[src/rtl/anton_bcd_display_pkg.sv]
// Shared definitions for the BCD display block: FSM encoding, digit count,
// iteration bound, 7-segment patterns and the double-dabble add-3 helper.
package anton_pkg;

    typedef enum logic {
        ST_IDLE = 1'b0,
        ST_CONV = 1'b1
    } state_e;

    localparam int NUM_DIGITS = 3;
    localparam int ITER_LAST  = 7;

    // Active-high segment patterns, bit 0 = a ... bit 6 = g.
    localparam logic [6:0] SEG_0     = 7'h3F;
    localparam logic [6:0] SEG_1     = 7'h06;
    localparam logic [6:0] SEG_2     = 7'h5B;
    localparam logic [6:0] SEG_3     = 7'h4F;
    localparam logic [6:0] SEG_4     = 7'h66;
    localparam logic [6:0] SEG_5     = 7'h6D;
    localparam logic [6:0] SEG_6     = 7'h7D;
    localparam logic [6:0] SEG_7     = 7'h07;
    localparam logic [6:0] SEG_8     = 7'h7F;
    localparam logic [6:0] SEG_9     = 7'h6F;
    localparam logic [6:0] SEG_BLANK = 7'h00;

    // Add 3 to every BCD digit that is 5 or more, ahead of the left shift.
    function automatic logic [11:0] bcd_add3(input logic [11:0] s);
        logic [11:0] r;
        r = s;
        for (int i = 0; i < NUM_DIGITS; i++) begin
            if (s[i*4 +: 4] >= 4'd5) begin
                r[i*4 +: 4] = s[i*4 +: 4] + 4'd3;
            end
        end
        return r;
    endfunction

endpackage

[src/rtl/anton_bcd_display_if.sv]
// Valid/ready product handshake from the multiplier stage.
interface anton_bcd_display_if;

    logic       in_valid;
    logic [7:0] in_data;
    logic       in_ready;

    modport master (output in_valid, output in_data, input  in_ready);
    modport slave  (input  in_valid, input  in_data, output in_ready);

endinterface

[src/rtl/anton_bcd_display_seg7.sv]
// Combinational BCD digit to 7-segment decoder with a blanking override.
module anton_seg7_decode
    import anton_pkg::*;
(
    input  logic [3:0] digit,
    input  logic       blank,
    output logic [6:0] seg
);

    // Pattern lookup; non-decimal codes and blanking both give a dark digit.
    always_comb begin
        seg = SEG_BLANK;
        if (!blank) begin
            case (digit)
                4'd0:    seg = SEG_0;
                4'd1:    seg = SEG_1;
                4'd2:    seg = SEG_2;
                4'd3:    seg = SEG_3;
                4'd4:    seg = SEG_4;
                4'd5:    seg = SEG_5;
                4'd6:    seg = SEG_6;
                4'd7:    seg = SEG_7;
                4'd8:    seg = SEG_8;
                4'd9:    seg = SEG_9;
                default: seg = SEG_BLANK;
            endcase
        end
    end

endmodule

[src/rtl/anton_bcd_display.sv]
// Accepts an 8-bit product, converts it to three BCD digits with a
// one-iteration-per-cycle double-dabble engine, holds the result and scans
// it onto a multiplexed 3-digit 7-segment display with leading-zero blanking.
module anton_bcd_display
    import anton_pkg::*;
#(
    parameter int SCAN_DIV = 1024
) (
    input  logic                      clk,
    input  logic                      reset_n,
    anton_bcd_display_if.slave        up,
    output logic                      busy,
    output logic                      bcd_valid,
    output logic [11:0]               bcd,
    output logic [1:0]                digit_sel,
    output logic [6:0]                seg
);

    localparam int PW = (SCAN_DIV > 2) ? $clog2(SCAN_DIV) : 1;

    state_e      state_q, state_d;
    logic [7:0]  shift_q, shift_d;
    logic [11:0] scratch_q, scratch_d;
    logic [2:0]  iter_q, iter_d;
    logic [11:0] bcd_q, bcd_d;
    logic        bcd_valid_q, bcd_valid_d;
    logic [11:0] scratch_adj;

    logic [PW-1:0] presc_q, presc_d;
    logic [1:0]    digit_sel_q, digit_sel_d;

    logic [3:0] cur_digit;
    logic       cur_blank;

    assign scratch_adj = bcd_add3(scratch_q);

    // Conversion FSM and datapath next-state.
    // NOTE: every variable gets a default before the case, so no path can infer a latch.
    always_comb begin
        state_d     = state_q;
        shift_d     = shift_q;
        scratch_d   = scratch_q;
        iter_d      = iter_q;
        bcd_d       = bcd_q;
        bcd_valid_d = 1'b0;
        case (state_q)
            ST_IDLE: begin
                if (up.in_valid) begin
                    state_d   = ST_CONV;
                    shift_d   = up.in_data;
                    scratch_d = '0;
                    iter_d    = '0;
                end
            end
            ST_CONV: begin
                {scratch_d, shift_d} = {scratch_adj, shift_q} << 1;
                iter_d               = iter_q + 3'd1;
                if (iter_q == 3'(ITER_LAST)) begin
                    bcd_d       = scratch_d;
                    bcd_valid_d = 1'b1;
                    state_d     = ST_IDLE;
                end
            end
            default: state_d = ST_IDLE;
        endcase
    end

    // Conversion state registers; reset aborts any conversion in flight.
    // NOTE: non-blocking assignments so every register samples pre-edge values.
    always_ff @(posedge clk or negedge reset_n) begin
        if (!reset_n) begin
            state_q     <= ST_IDLE;
            shift_q     <= '0;
            scratch_q   <= '0;
            iter_q      <= '0;
            bcd_q       <= '0;
            bcd_valid_q <= 1'b0;
        end else begin
            state_q     <= state_d;
            shift_q     <= shift_d;
            scratch_q   <= scratch_d;
            iter_q      <= iter_d;
            bcd_q       <= bcd_d;
            bcd_valid_q <= bcd_valid_d;
        end
    end

    // Free-running scan prescaler; the digit advances on each wrap.
    always_comb begin
        presc_d     = presc_q + PW'(1);
        digit_sel_d = digit_sel_q;
        if (presc_q == PW'(SCAN_DIV - 1)) begin
            presc_d     = '0;
            digit_sel_d = (digit_sel_q == 2'd2) ? 2'd0 : digit_sel_q + 2'd1;
        end
    end

    // Scan registers, independent of the conversion FSM.
    always_ff @(posedge clk or negedge reset_n) begin
        if (!reset_n) begin
            presc_q     <= '0;
            digit_sel_q <= '0;
        end else begin
            presc_q     <= presc_d;
            digit_sel_q <= digit_sel_d;
        end
    end

    // Select the active digit and apply leading-zero blanking.
    always_comb begin
        cur_digit = bcd_q[3:0];
        cur_blank = 1'b0;
        case (digit_sel_q)
            2'd1: begin
                cur_digit = bcd_q[7:4];
                cur_blank = (bcd_q[11:4] == 8'h00);
            end
            2'd2: begin
                cur_digit = bcd_q[11:8];
                cur_blank = (bcd_q[11:8] == 4'h0);
            end
            default: begin
                cur_digit = bcd_q[3:0];
                cur_blank = 1'b0;
            end
        endcase
    end

    anton_seg7_decode u_seg7 (
        .digit (cur_digit),
        .blank (cur_blank),
        .seg   (seg)
    );

    assign up.in_ready = (state_q == ST_IDLE);
    assign busy        = (state_q == ST_CONV);
    assign bcd_valid   = bcd_valid_q;
    assign bcd         = bcd_q;
    assign digit_sel   = digit_sel_q;

endmodule
[src/flat_wrapper.sv]
// flat-port wrapper written by rule: the top's interface ports become plain ports
module anton_bcd_display_flat import anton_pkg::*;
#(
    parameter int SCAN_DIV = 1024
)
  (clk, reset_n, busy, bcd_valid, bcd, digit_sel, seg, up_in_valid, up_in_data, up_in_ready);
  anton_bcd_display_if up_i ();
  input  logic clk;
  input  logic reset_n;
  output logic busy;
  output logic bcd_valid;
  output logic [11:0] bcd;
  output logic [1:0] digit_sel;
  output logic [6:0] seg;
  input wire logic [$bits(up_i.in_valid)-1:0] up_in_valid;
  input wire logic [$bits(up_i.in_data)-1:0] up_in_data;
  output wire logic [$bits(up_i.in_ready)-1:0] up_in_ready;
  assign up_i.in_valid = up_in_valid;
  assign up_i.in_data = up_in_data;
  assign up_in_ready = up_i.in_ready;
  anton_bcd_display #(.SCAN_DIV(SCAN_DIV)) u_core (.clk(clk), .reset_n(reset_n), .up(up_i), .busy(busy), .bcd_valid(bcd_valid), .bcd(bcd), .digit_sel(digit_sel), .seg(seg));
endmodule
[config.mk]
export PLATFORM = sky130hd
export DESIGN_NAME = anton_bcd_display_flat
export DESIGN_NICKNAME = d
export VERILOG_FILES = /design/src/rtl/anton_bcd_display_pkg.sv /design/src/rtl/anton_bcd_display_if.sv /design/src/rtl/anton_bcd_display_seg7.sv /design/src/rtl/anton_bcd_display.sv /design/src/flat_wrapper.sv
export SDC_FILE = /design/constraint.sdc
export NUM_CORES = 1
export LEC_CHECK = 0
export ABC_AREA = 0
export CAP_MARGIN = 20
export CORE_MARGIN = 2
export CORE_UTILIZATION = 37
export DETAILED_ROUTE_END_ITERATION = 7
export HOLD_SLACK_MARGIN = 0.12
export PLACE_DENSITY = 0.63
export SYNTH_ARGS = -nofsm -noshare
export SYNTH_HDL_FRONTEND = slang
export SYNTH_HIERARCHICAL = 1
export SYNTH_SLANG_ARGS = --single-unit
[constraint.sdc]
create_clock -name clk -period 3.59 [get_ports clk]
set_input_delay 1.077 -clock clk [delete_from_list [all_inputs] [get_ports clk]]
set_output_delay 1.077 -clock clk [all_outputs]
set_load 0.05 [all_outputs]
==> out/qor.txt <==
global route hottest layer -> met2
cell count after synthesis -> 258
Fmax -> 0.292 GHz
max cap viols -> 0
GR met3 Demand/Resource -> 3.39%
Pre-antenna DRT Iters -> 4
Critical R2R Launch -> u_core/iter_q[0]
CP Class -> flip-flop to primary output
post-synth top area share -> 47.0%
kind of start point of the critical path -> flip-flop
Layout area overhead -> 27.7%
Top FF cell, synth -> dfrtp_1
Post-route DRC -> 0
required time of the worst setup path -> 2.51 ns
post_cts resized -> 0
antenna violations before repair -> 0
endpoint type of the worst setup path -> primary output
register clock-pin slew on the reported worst setup and hold paths -> 0.09 ns
# hold bufs at CTS -> 0
num rows -> 30
ANT nets after route -> 0
Synth Register Bits -> 49
final setup margin -> 0.170 ns
count of input and output buffers -> 34
H-tree depth -> 2
clk root buf -> clkbuf_8
Post-CTS Setup Inserts -> 0
number of global-route vias before repair -> 1966
layout cells sized above 1 -> 17.7%
Arr. time, crit path -> 2.34 ns
Final Max Slew Viols -> 0
core area -> 6790 um^2
sequential area share after synthesis -> 47.0%
Final Power -> 3370 uW
routed wire length -> 4.99 mm
Hold Vio Cnt, Final -> 0
die width -> 88.0 um
run status -> completed
Global Route met1 Usage -> 20.4%
Avg WL per Cell -> 12.6 um
Vias -> 1955
Setup Skew -> 0.00722 ns
total grt overflow -> 0
pre-CTS setup slack -> 0.387 ns
r2r setup slk -> 1.80 ns
reg2reg end -> u_core/bcd[2]
dominant cells by area after synthesis -> dfrtp_1, ha_1, mux2i_1, nand2_1, o21ai_0
global-route wire length before repair -> 8.98 mm
register cell area after layout -> 1230 um^2
Lkg Pwr -> 0.00146 uW
final setup fails -> 0
HPWL after detailed placement -> 3.75 mm
DIE AREA -> 7750 um^2
Cells after DPL -> 387
start point of the critical path -> u_core/digit_sel[1]
Clock Sink Count -> 49
DRT iter0 DRCs -> 65
CP endpoint -> seg[2]
Worst-Margin Slew -> 0.570 ns
Post-DP Area -> 3190 um^2
min-delay worst type -> flip-flop to flip-flop
largest net degree at the start of global routing -> 27
Global Route Usage Sum -> 14.4%
fin cells -> 395
Slew headroom -> 61.9%
Avg Inst Size Synth -> 10.1 um^2
commonest cells after routing, fill and taps aside -> dfrtp_1, nand2_1, clkdlybuf4s50_1
M2 GR Usage -> 22.5%
Async S/R FF share, synth -> 100%
syn nets -> 286
CP max FO -> 6
Peak VDD IR -> 325 uV
worst skew pair latency -> 0.29 ns
Starting Density -> 38.4%
antenna cell count -> 0
worst-case reg-to-reg path depth -> 5
number of synthesized flops with an enable pin -> 0
Vias/cell -> 4.95
fin nets -> 326
Synth cell types -> 39
Tcrit/Tclk final -> 95.3%
hold slack -> 0.493 ns
synthesized cell area -> 2610 um^2
Design Area, Final -> 3330 um^2
YS warnings -> 6
area of the multi-input gates -> 1350 um^2
area leader, netlist -> dfrtp_1
most common cell after layout, fill and taps aside -> dfrtp_1
boundary pin count -> 35
die height -> 88.0 um
final period demand of the worst path -> 3.42 ns
GP Congestion -> 0.821
Fillers -> 639
CTS tree -> yes
total CTS buffers -> 5
pwr/cell area -> 1010 nW/um^2
Clock Tree Buf Depth -> 2
cell families (layout without fill, tap and decap cells):
kind of cell | count (synthesis) | after routing | share of synthesized area, %
AO/OA/AOI/OAI | 62 | 62 | 13.9
XOR/XNOR | 10 | 10 | 3.35
adder cells (fa/ha/maj) | 17 | 17 | 8.15
buffers and inverters | 24 | 65 | 3.88
flip-flops | 49 | 49 | 47.0
multiplexers | 19 | 19 | 7.91
AND/OR/NAND/NOR | 77 | 77 | 15.8
Yosys cell counts (2+ instances only):
cell / instances
dfrtp_1: 49
nand2_1: 29
o21ai_0: 20
ha_1: 17
a21oi_1: 16
inv_1: 14
nor2_1: 13
mux2i_1: 12
o22ai_1: 11
nand2b_1: 7
xnor2_1: 7
clkbuf_1: 6
mux2_2: 5
nor3b_1: 5
a21o_1: 4
a22oi_1: 4
nand3_1: 4
buf_2: 3
o31ai_1: 3
xor2_1: 3
a22o_1: 2
and3_1: 2
mux2_4: 2
nand4_1: 2
nor2b_1: 2
nor4_1: 2
or2_1: 2
how the worst min path moves through the flow:
stage,slack (ns),startpoint,cells after the start,endpoint
final,0.49,u_core/shift_q[5],2,u_core/shift_q[6]
after global routing,0.52,u_core/presc_q[0],1,u_core/presc_q[0]
after CTS,0.50,u_core/shift_q[5],2,u_core/shift_q[6]
after detailed placement,0.48,u_core/shift_q[5],2,u_core/shift_q[6]
after global placement,0.47,u_core/shift_q[3],2,u_core/shift_q[4]
after floorplan,0.45,u_core/shift_q[4],2,u_core/shift_q[5]
registers in the layout, indices dropped and copies added, names as in the netlist:
register and flops:
u_core/shift_q 8, u_core/busy 1, u_core/bcd_valid 1, u_core/bcd 12, u_core/presc_q 10, u_core/digit_sel 2
u_core/iter_q 3, u_core/scratch_q 12
routing by layer:
layer  wire length [um]  vias to the layer above
met2               2330                       34
met1               2440                      938
met4                 19                        0
met3                193                        2
met5                  0                        -
li1                   -                      981
critical path: stages (launching register included):
cell and delay, ns:
dfrtp_2 0.44, inv_1 0.12, ha_2 0.24, a22oi_1 0.12, a21oi_2 0.20, inv_1 0.10
ha_1 0.23, nor2b_1 0.13, o22ai_1 0.11, nor2b_2 0.20, buf_12 0.15
final cells by class:
| cell class | count | share of cell area [%] |
|---|---|---|
| Clock inverter | 2 | 1.13 |
| Sequential cell | 49 | 36.8 |
| Tap cell | 96 | 3.60 |
| Multi-Input combinational cell | 185 | 40.6 |
| Timing Repair Buffer | 43 | 13.8 |
| Clock buffer | 6 | 2.48 |
| Inverter | 14 | 1.58 |
power by group:
part,internal [uW],leakage [uW],switching (uW)
clock network,227,0.0000574,182
registers,743,0.000616,159
logic,868,0.000783,1190
per-stage QoR:
stage / setup TNS, ns / utilization [%]
final: 0 / 49.1
after global placement: 0 / 46.9
after global routing: -0.0209 / 49.1
after CTS: 0 / 48.7
after detailed placement: 0 / 46.9
after floorplan: 0 / -
Note: power is estimated with default switching activity, not from simulation.
